$ cat src/rtl/uart_frame_engine.sv
// uart_frame_engine: checksummed request/response frame processor; PARSER_TIMEOUT_EN adds an inter-byte parser timeout.
module uart_frame_engine #(
  parameter int         MAX_PAYLOAD    = 64,
  parameter logic [7:0] ADD_CONST      = 8'h01,
  parameter logic [7:0] REQ_SOF        = 8'hA5,
  parameter logic [7:0] RSP_SOF        = 8'h5A,
  parameter int         TIMEOUT_CYCLES = 100000
) (
  input  logic       clk,
  input  logic       rst_n,
  input  logic [7:0] in_data,
  input  logic       in_val,
  output logic       in_rdy,
  output logic [7:0] out_data,
  output logic       out_val,
  input  logic       out_rdy,
  output logic       busy,
  output logic [15:0] frames_ok,
  output logic [15:0] frames_err
);
  localparam logic [3:0] R_IDLE = 4'd0, R_LEN = 4'd1, R_CMD = 4'd2, R_PAY = 4'd3, R_CHK = 4'd4, R_DRAIN = 4'd5;
  localparam logic [3:0] T_SOF = 4'd8, T_LEN = 4'd9, T_STAT = 4'd10, T_PAY = 4'd11, T_CHK = 4'd12;
  localparam int AW = MAX_PAYLOAD > 1 ? $clog2(MAX_PAYLOAD) : 1;
  localparam logic [7:0] MAXP = 8'(MAX_PAYLOAD);
  logic [3:0] state;
  logic [7:0] len, cmd, chk, idx, stat, rchk, raw, pay_xf, stat_sel;
  logic [8:0] cnt;
  logic [7:0] mem [0:(1<<AW)-1];
  logic in_fire, out_fire;
`ifdef PARSER_TIMEOUT_EN
  localparam int TW = $clog2(TIMEOUT_CYCLES + 1);
  logic [TW-1:0] tcnt;
`endif
  // Transmit states all carry bit 3, so the receive side is simply !state[3].
  assign in_rdy = rst_n && !state[3];
  assign busy = state != R_IDLE;
  assign in_fire = in_val && in_rdy;
  assign out_fire = out_val && out_rdy;
  always_comb begin
    raw = mem[idx[AW-1:0]];
    pay_xf = cmd == 8'h02 ? raw + ADD_CONST : cmd == 8'h03 ? ~raw : raw;
    stat_sel = in_data != chk ? 8'hE2 : (cmd == 8'h00 || cmd > 8'h03) ? 8'hE1 : cmd;
  end
  always_ff @(posedge clk)
    if (state == R_PAY && in_fire) mem[idx[AW-1:0]] <= in_data;
  // rchk always holds the XOR of every byte already loaded into out_data after SOF.
  always_ff @(posedge clk) begin
    if (!rst_n) begin
      state <= R_IDLE;
      len <= '0;
      cmd <= '0;
      chk <= '0;
      idx <= '0;
      stat <= '0;
      rchk <= '0;
      cnt <= '0;
      out_data <= '0;
      out_val <= 1'b0;
      frames_ok <= '0;
      frames_err <= '0;
    end else begin
      case (state)
        R_IDLE: if (in_fire && in_data == REQ_SOF) state <= R_LEN;
        R_LEN: if (in_fire) begin
          len <= in_data;
          chk <= in_data;
          idx <= '0;
          cnt <= {1'b0, in_data} + 9'd2;
          state <= in_data > MAXP ? R_DRAIN : R_CMD;
        end
        R_CMD: if (in_fire) begin
          cmd <= in_data;
          chk <= chk ^ in_data;
          state <= len != 8'd0 ? R_PAY : R_CHK;
        end
        R_PAY: if (in_fire) begin
          chk <= chk ^ in_data;
          idx <= idx + 8'd1;
          if (idx == len - 8'd1) state <= R_CHK;
        end
        R_CHK: if (in_fire) begin
          stat <= stat_sel;
          if (stat_sel >= 8'hE0) len <= '0;
          idx <= '0;
          out_data <= RSP_SOF;
          out_val <= 1'b1;
          state <= T_SOF;
        end
        R_DRAIN: if (in_fire) begin
          cnt <= cnt - 9'd1;
          if (cnt == 9'd1) begin
            stat <= 8'hE3;
            len <= '0;
            idx <= '0;
            out_data <= RSP_SOF;
            out_val <= 1'b1;
            state <= T_SOF;
          end
        end
        T_SOF: if (out_fire) begin
          out_data <= len;
          rchk <= len;
          state <= T_LEN;
        end
        T_LEN: if (out_fire) begin
          out_data <= stat;
          rchk <= rchk ^ stat;
          state <= T_STAT;
        end
        T_STAT, T_PAY: if (out_fire) begin
          if (idx == len) begin
            out_data <= rchk;
            state <= T_CHK;
          end else begin
            out_data <= pay_xf;
            rchk <= rchk ^ pay_xf;
            idx <= idx + 8'd1;
            state <= T_PAY;
          end
        end
        T_CHK: if (out_fire) begin
          out_val <= 1'b0;
          state <= R_IDLE;
          if (stat < 8'hE0) frames_ok <= frames_ok + {15'd0, frames_ok != 16'hFFFF};
          else frames_err <= frames_err + {15'd0, frames_err != 16'hFFFF};
        end
        default: state <= R_IDLE;
      endcase
`ifdef PARSER_TIMEOUT_EN
      if (state != R_IDLE && !state[3]) begin
        if (in_fire) tcnt <= '0;
        else if (tcnt == TW'(TIMEOUT_CYCLES - 1)) begin
          tcnt <= '0;
          state <= R_IDLE;
          frames_err <= frames_err + {15'd0, frames_err != 16'hFFFF};
        end else tcnt <= tcnt + 1'b1;
      end else tcnt <= '0;
`endif
    end
`ifdef PARSER_TIMEOUT_EN
    if (!rst_n) tcnt <= '0;
`endif
  end
endmodule

$ cat config.mk
export PLATFORM = sky130hd
export DESIGN_NAME = uart_frame_engine
export DESIGN_NICKNAME = d
export VERILOG_FILES = /design/src/rtl/uart_frame_engine.sv
export SDC_FILE = /design/constraint.sdc
export NUM_CORES = 1
export LEC_CHECK = 0
export CAP_MARGIN = 40
export CORE_ASPECT_RATIO = 0.75
export CORE_MARGIN = 2
export CORE_UTILIZATION = 35
export CTS_BUF_LIST = sky130_fd_sc_hd__clkbuf_8
export DETAILED_ROUTE_END_ITERATION = 8
export GPL_TIMING_DRIVEN = 0
export PLACE_DENSITY = 0.51
export SYNTH_ARGS = -nofsm -noshare
export SYNTH_HDL_FRONTEND = slang
export SYNTH_SLANG_ARGS = --single-unit
$ cat constraint.sdc
create_clock -name clk -period 4.75 [get_ports clk]
set_input_delay 0.95 -clock clk [delete_from_list [all_inputs] [get_ports clk]]
set_output_delay 0.95 -clock clk [all_outputs]
set_load 0.1 [all_outputs]
==> summary.md, run 1 <==
| Metric | Value |
|---|---|
| CTS tree | `built` |
| Worst hold stages | `2` |
| Synth Area per Inst | `14.8 um^2` |
| Post-DR vias/cell | `5.57` |
| Most common cell after layout, fill and taps aside | `edfxtp_1` |
| Ys flop type | `edfxtp_1` |
| Post-DRT Antenna Nets | `0` |
| Worst-Margin Slew | `938 ps` |
| Clock skew | `25.1 ps` |
| Die Ht | `241 um` |
| CP arrival | `5190 ps` |
| Final Max Tran Viols | `0` |
| Site Rows | `86` |
| Final setup TNS | `0 ps` |
| Initial antenna violation count | `3` |
| Count of input and output buffers | `54` |
| Worst hold path type | `flop to flop` |
| Synth-to-layout area growth | `19.2%` |
| First-pass GRT wire length | `119000 um` |
| First-iteration detailed-routing DRC count | `2112` |
| CTS clk-pin slew, worst paths | `60 ps` |
| Worst skew pair latency | `720 ps` |
| Via count | `17300` |
| Area of the die | `0.0770 mm^2` |
| Die X-Extent | `320 um` |
| Placer congestion estimate | `0.952` |
| CP peak stage delay | `580 ps` |
| Cells after Synth | `1770` |
| CTS root buf | `clkbuf_8` |
| Grt total ovfl | `0` |
| Post-Place Setup Slack | `-157 ps` |
| Rel. slew slack | `36.9%` |
| LEAKAGE | `10.1 nW` |
| CTS buffer count | `99` |
| Cell breakdown of the critical path | `buf_6 > buf_4 > buf_4 > buf_2 > clkinvlp_4 > buf_4 > o31ai_1 > o211ai_1 > and2_1 > nor4b_1 > o21ai_2 > xnor2_1 > a221oi_1 > nor3_1` |
| Post-Syn Area | `0.0262 mm^2` |
| Syn. warnings | `0` |
| Worst Path Required | `5370 ps` |
| Fmax | `219 MHz` |
| Critical path endpoint category | `flop` |
| Critical hold path startpoint | `out_data[2]$_SDFFE_PN0P_` |
| Drt drc | `0` |
| Most Frequent Cell on Critical Path | `buf_4` |
| Footprint of the multi-input gates | `0.00798 mm^2` |
| Register-to-Register Path Depth | `14` |
| Final worst-path cycle share | `96.3%` |
| Clock sink count | `620` |
| Cell Pwr Density | `360 mW/mm^2` |
| R2R Setup Slk | `180 ps` |
| I/O Pins | `55` |
| DRT Pass-1 Iters | `8` |
| Final Hold Fails | `0` |
| Number of synthesized register bits | `620` |
| Global Route Usage Sum | `21.7%` |
| Sequential Area | `0.0175 mm^2` |
| WL final | `83600 um` |
| Max cap viols | `0` |
| Hold Path End | `out_data[2]$_SDFFE_PN0P_` |
| Net count after synthesis | `1792` |
| Nets | `2068` |
| Outcome | `complete, no violations` |
| Count of cell types in the netlist | `71` |
| Post-synth ARST share | `0%` |
| Starting Density | `35.5%` |
| Largest net degree at the start of global routing | `51` |
| H-tree Lvls | `3` |
| Worst r2r dst | `out_data[7]$_SDFFE_PN0P_` |
| Final HPWL DP | `59100 um` |
| Worst path buffer plus inverter count | `6` |
| Sequential fraction of the synthesis area | `67.0%` |
| Commonest cells after routing, fill and taps aside | `512 x edfxtp_1, 162 x nor2_1, 107 x dfxtp_1` |
| CP startpoint kind | `flop` |
| Crit Path Category | `flop to flop` |
| Post-CTS Hold Fix Bufs | `0` |
| FILL cells | `6602` |
| Core area | `0.0737 mm^2` |
| Setup ws final | `177 ps` |
| DR WL/cell | `27.0 um` |
| RSZ-0062 raised after global routing | `no` |
| Final setup violation count | `0` |
| Max FO, Critical Path | `10` |
| Vias in the first global route | `16800` |
| Crit path time final | `4570 ps` |
| Worst IR Drop VDD | `178 uV` |
| Layout cell share with drive strength beyond 1 | `18.9%` |
| Core Util, Final | `42.3%` |
| Design area | `0.0312 mm^2` |
| Slowest-stage cell, CP | `buf_2` |
| EDFF count, synth | `512` |
| Max clock buf depth | `3` |
| CP delay by family, top | `buffers and inverters` |
| Placed inst area | `0.0294 mm^2` |
-- cell type report --
cell class	instances	area share, %
Multi-Input combinational cell	1017	25.6
Tap cell	968	3.88
Inverter	26	0.325
Antenna cell	3	0.0241
Clock buffer	106	4.68
Sequential cell	620	56.2
Timing Repair Buffer	176	6.46
Clock inverter	74	1.02
Buffer	106	1.78
-- state kept, by name, indices dropped and copies added (netlist names), named ones only --
| signal | flops |
|---|---|
| mem | 512 |
| frames_err | 16 |
| frames_ok | 16 |
| cnt | 9 |
| chk | 8 |
| cmd | 8 |
| idx | 8 |
| len | 8 |
| out_data | 8 |
| rchk | 8 |
| stat | 8 |
| state | 4 |
| out_val | 1 |
-- layer usage --
| layer | vias up | GRT usage (%) | part of all wire [%] |
|---|---|---|---|
| li1 | 7410 | - | - |
| met2 | 866 | 31.0 | 42 |
| met3 | 136 | 5.63 | 10 |
| met5 | - | 0 | 0 |
| met1 | 8848 | 32.5 | 45 |
| met4 | 0 | 5.80 | 2.1 |
-- kinds of logic (layout without fill, tap and decap cells) --
group | count (synthesis) | in the layout | synth area share (%)
adders and majority gates | 10 | 10 | 0.478
AOI/OAI and AO/OA | 253 | 253 | 6.18
muxes | 216 | 216 | 13.3
and+or+nand+nor | 477 | 477 | 8.51
DFF | 620 | 620 | 67.0
other | 0 | 3 | 0
buffers and inverters | 133 | 488 | 2.51
xor gates and xnor gates | 61 | 61 | 2.04
-- Yosys cell counts (15+ instances only) --
library cell | instances | area, um^2
edfxtp_1 | 512 | 15400
o21ai_0 | 45 | 225
buf_2 | 15 | 75.1
mux4_2 | 89 | 2000
nand3_1 | 64 | 320
nand2_1 | 106 | 398
mux2i_1 | 105 | 1050
xnor2_1 | 33 | 289
a22oi_1 | 27 | 203
inv_1 | 22 | 82.6
nor3_1 | 29 | 145
nor2_1 | 162 | 608
xor2_1 | 28 | 245
nand4_1 | 22 | 138
clkbuf_1 | 63 | 236
dfxtp_1 | 108 | 2160
and3_1 | 21 | 131
a21oi_1 | 81 | 405
-- where the power goes --
part           leakage, nW  internal (mW)  total (mW)  switching, mW
logic                 3.61          0.374        1.11          0.734
registers             5.47           5.90        5.93         0.0245
clock network         1.06           2.05        4.18           2.13
-- worst max path at each step --
stage,slack [ps],endpoint,from,cells after the start
final,180,out_data[7]$_SDFFE_PN0P_,flop,14
after global routing,90,rchk[6]$_SDFFE_PN0P_,flop,15
after CTS,40,rchk[6]$_SDFFE_PN0P_,flop,15
after detailed placement,-160,rchk[6]$_SDFFE_PN0P_,flop,15
after global placement,-820,len[7]$_SDFFE_PN0P_,in_data[6],12
after floorplan,430,idx[7]$_SDFFE_PN0P_,rst_n,10
-- stage by stage --
step / hold WS, ps / power [mW] / cells
floorplan: 437 / 6.69 / 1770
global placement: 461 / 7.08 / 2792
detailed placement: 458 / 7.13 / 2911
CTS: 466 / 11.3 / 3091
global route: 498 / 11.6 / 3095
finish: 461 / 11.2 / 3096
-- worst min-delay path: cells and delay by family (launching register included) --
family,cells,cell delay [ps]
AND/OR/NAND/NOR,2,100
flip-flops,1,310
-- repair_timing --
| item | in CTS | in global routing |
|---|---|---|
| endpoints found under the setup margin | 2 | 6 |
| resized for setup | 1 | 2 |
| setup buffers | 0 | 3 |
Note: power is estimated with default switching activity, not from simulation.
==> run 2, diff against run 1 <==
==> constraint.sdc (replaced) <==
create_clock -name clk -period 4.75 [get_ports clk]
set_input_delay 0.7125 -clock clk [delete_from_list [all_inputs] [get_ports clk]]
set_output_delay 0.7125 -clock clk [all_outputs]
set_load 0.1 [all_outputs]
==> results of run 2 <==
Same layout as run 1 (identical final DEF). Status: complete, no violations.
Main changes from that run: clock-pin slew on the worst setup and hold paths 60 ps -> 70 ps; hold slack 461 ps -> 425 ps; end point of the worst hold path out_data[2]$_SDFFE_PN0P_ -> mem[20][5]$_DFFE_PP_
==> run 3, diff against run 2 <==
--- a/config.mk
+++ b/config.mk
@@ -12,7 +12,7 @@
 export CTS_BUF_LIST = sky130_fd_sc_hd__clkbuf_8
 export DETAILED_ROUTE_END_ITERATION = 8
 export GPL_TIMING_DRIVEN = 0
-export PLACE_DENSITY = 0.51
+export PLACE_DENSITY = 0.53
 export SYNTH_ARGS = -nofsm -noshare
 export SYNTH_HDL_FRONTEND = slang
 export SYNTH_SLANG_ARGS = --single-unit
==> summary.md, run 3 (synthesized netlist as in run 1, its figures left out) <==
| Metric | Value |
|---|---|
| DRT Pass-1 Iters | `5 (-3)` |
| LEAKAGE | `10.1 nW (-0.43%)` |
| CP startpoint kind | `flop` |
| WL final | `82900 um (-0.84%)` |
| Worst skew pair latency | `720 ps (about the same)` |
| Worst hold path type | `input pin to flop` |
| Final HPWL DP | `58300 um (-1.3%)` |
| Via count | `17200 (-0.59%)` |
| Final Max Tran Viols | `0 (unchanged)` |
| Commonest cells after routing, fill and taps aside | `512 x edfxtp_1, 162 x nor2_1, 108 x dfxtp_1` |
| Post-DR vias/cell | `5.55 (-0.40%)` |
| Fmax | `222 MHz (+1.5%)` |
| R2R Setup Slk | `240 ps (+70 ps)` |
| H-tree Lvls | `3 (unchanged)` |
| RSZ-0062 raised after global routing | `no` |
| Vias in the first global route | `16800 (+0.10%)` |
| Final worst-path cycle share | `94.9% (-1.4 points)` |
| Cell Pwr Density | `364 mW/mm^2 (+1.3%)` |
| Largest net degree at the start of global routing | `50 (-2.0%)` |
| I/O Pins | `55 (unchanged)` |
| Placed inst area | `0.0293 mm^2 (about the same)` |
| Worst Path Required | `5360 ps (about the same)` |
| Most common cell after layout, fill and taps aside | `edfxtp_1` |
| First-pass GRT wire length | `118000 um (-0.90%)` |
| Nets | `2066 (-0.097%)` |
| Clock sink count | `620 (unchanged)` |
| Global Route Usage Sum | `21.4% (-0.26 points)` |
| Area of the die | `0.0770 mm^2 (unchanged)` |
| CTS tree | `built` |
| Core area | `0.0737 mm^2 (unchanged)` |
| Die X-Extent | `320 um (unchanged)` |
| Crit Path Category | `flop to flop` |
| Psw | `2.93 mW (+1.7%)` |
| Clock group share of total power | `37.7% (+0.4 points)` |
| Sequential share of power | `52.2% (-0.7 points)` |
| Max FO, Critical Path | `10 (unchanged)` |
| Max clock buf depth | `3 (unchanged)` |
| CTS clk-pin slew, worst paths | `60 ps` |
| Placer congestion estimate | `0.916 (-3.8%)` |
| Critical path endpoint category | `flop` |
| Drt drc | `0 (unchanged)` |
| First-iteration detailed-routing DRC count | `2059 (-2.5%)` |
| Setup ws final | `245 ps (+67.7 ps)` |
| Rel. slew slack | `34.9% (-2.0 points)` |
| Worst IR Drop VDD | `202 uV (+13%)` |
| Site Rows | `86 (unchanged)` |
| Crit path time final | `4510 ps (-67.7 ps)` |
| Clock skew | `48.9 ps (+23.8 ps)` |
| Synth-to-layout area growth | `19.1% (about the same)` |
| Final Hold Fails | `0 (unchanged)` |
| CTS root buf | `clkbuf_8` |
| Int Pwr | `8.42 mW (+1.1%)` |
| CTS buffer count | `99 (unchanged)` |
| Post-DRT Antenna Nets | `0 (unchanged)` |
| Starting Density | `35.5% (unchanged)` |
| Post-placement cell count | `2910 (-0.034%)` |
| DR WL/cell | `26.8 um (-0.65%)` |
| Post-Place Setup Slack | `-21.6 ps (+135 ps)` |
| Sw Ratio | `25.8% (+0.12 points)` |
| Worst-Margin Slew | `972 ps (+34.1 ps)` |
| Max FFs per register | `512 (unchanged)` |
| Initial antenna violation count | `4 (+1)` |
| Grt total ovfl | `0 (unchanged)` |
| Worst hold slack | `428 ps` |
| Critical hold path startpoint | `in_data[3]` |
| Core Util, Final | `42.3% (about the same)` |
| Gate power share | `10.1% (+0.2 points)` |
| Outcome | `complete, no violations` |
| Final setup violation count | `0 (unchanged)` |
| Count of input and output buffers | `54 (unchanged)` |
| Design area | `0.0312 mm^2 (about the same)` |
| Post-Layout Cell Count | `3090 (-0.19%)` |
| CP arrival | `5110 ps (-80 ps)` |
| Layout cell share with drive strength beyond 1 | `18.9% (-0.059 points)` |
| Die Ht | `241 um (unchanged)` |
| Max cap viols | `0 (unchanged)` |
==> run 3: critical path, cell delays in order (launching register included) <==
cell	delay, ps
dfxtp_1	320
buf_6	180
buf_4	360
buf_4	390
buf_2	590
clkinvlp_4	180
buf_4	240
o31ai_1	490
o211ai_1	260
a2111oi_0	430
o21ai_0	150
xor2_1	250
a2111o_1	410
a31oi_1	120
==> run 3: metrics by stage <==
step / power [mW] / setup TNS (ps)
after global placement: 7.09 / -4310
after CTS: 11.4 / 0
after global routing: 11.8 / 0
after detailed placement: 7.17 / -26.4
final: 11.4 / 0
after floorplan: 6.69 / 0
==> run 3: area by class of cell <==
type / instances / area [um^2]
fillers: 6657 / 42500
flip-flops and latches: 620 / 17500
multi-input cells: 1017 / 7980
repair buffers: 174 / 1980
clock buffers: 103 / 1420
well taps: 968 / 1210
plain buffers: 106 / 558
clock inverters: 75 / 382
inverters: 26 / 101
diodes: 1 / 2.50
==> run 3: path summary, 6_finish.rpt <==
kind,end,depth (start not counted)
max,rchk[6]$_SDFFE_PN0P_,13
min reg2reg,out_data[2]$_SDFFE_PN0P_,2
min,mem[20][3]$_DFFE_PP_,1
max reg2reg,rchk[6]$_SDFFE_PN0P_,13
==> run 3: power groups by stage <==
| stage | sequential (mW) | combinational [mW] | clock (mW) |
|---|---|---|---|
| global route | 5.93 | 1.21 | 4.62 |
| CTS | 5.93 | 1.13 | 4.37 |
| global placement | 6.05 | 1.04 | 0 |
| detailed placement | 6.04 | 1.13 | 0 |
| floorplan | 6.06 | 0.622 | 0 |
| finish | 5.93 | 1.14 | 4.28 |
==> run 3: routing by layer <==
metal / global-route usage, % / vias up / wire [um]
li1: - / 7388 / -
met1: 31.4 / 8778 / 37300
met2: 30.7 / 857 / 34900
met3: 6.79 / 135 / 8950
met4: 5.49 / 0 / 1680
met5: 0 / - / 0
==> run 3: repair_timing <==
item                       in CTS  in global routing
gates resized for setup         1                  3
hold buffers                    0                  0
setup endpoints to repair       2                  4
setup buffers                   0                  2
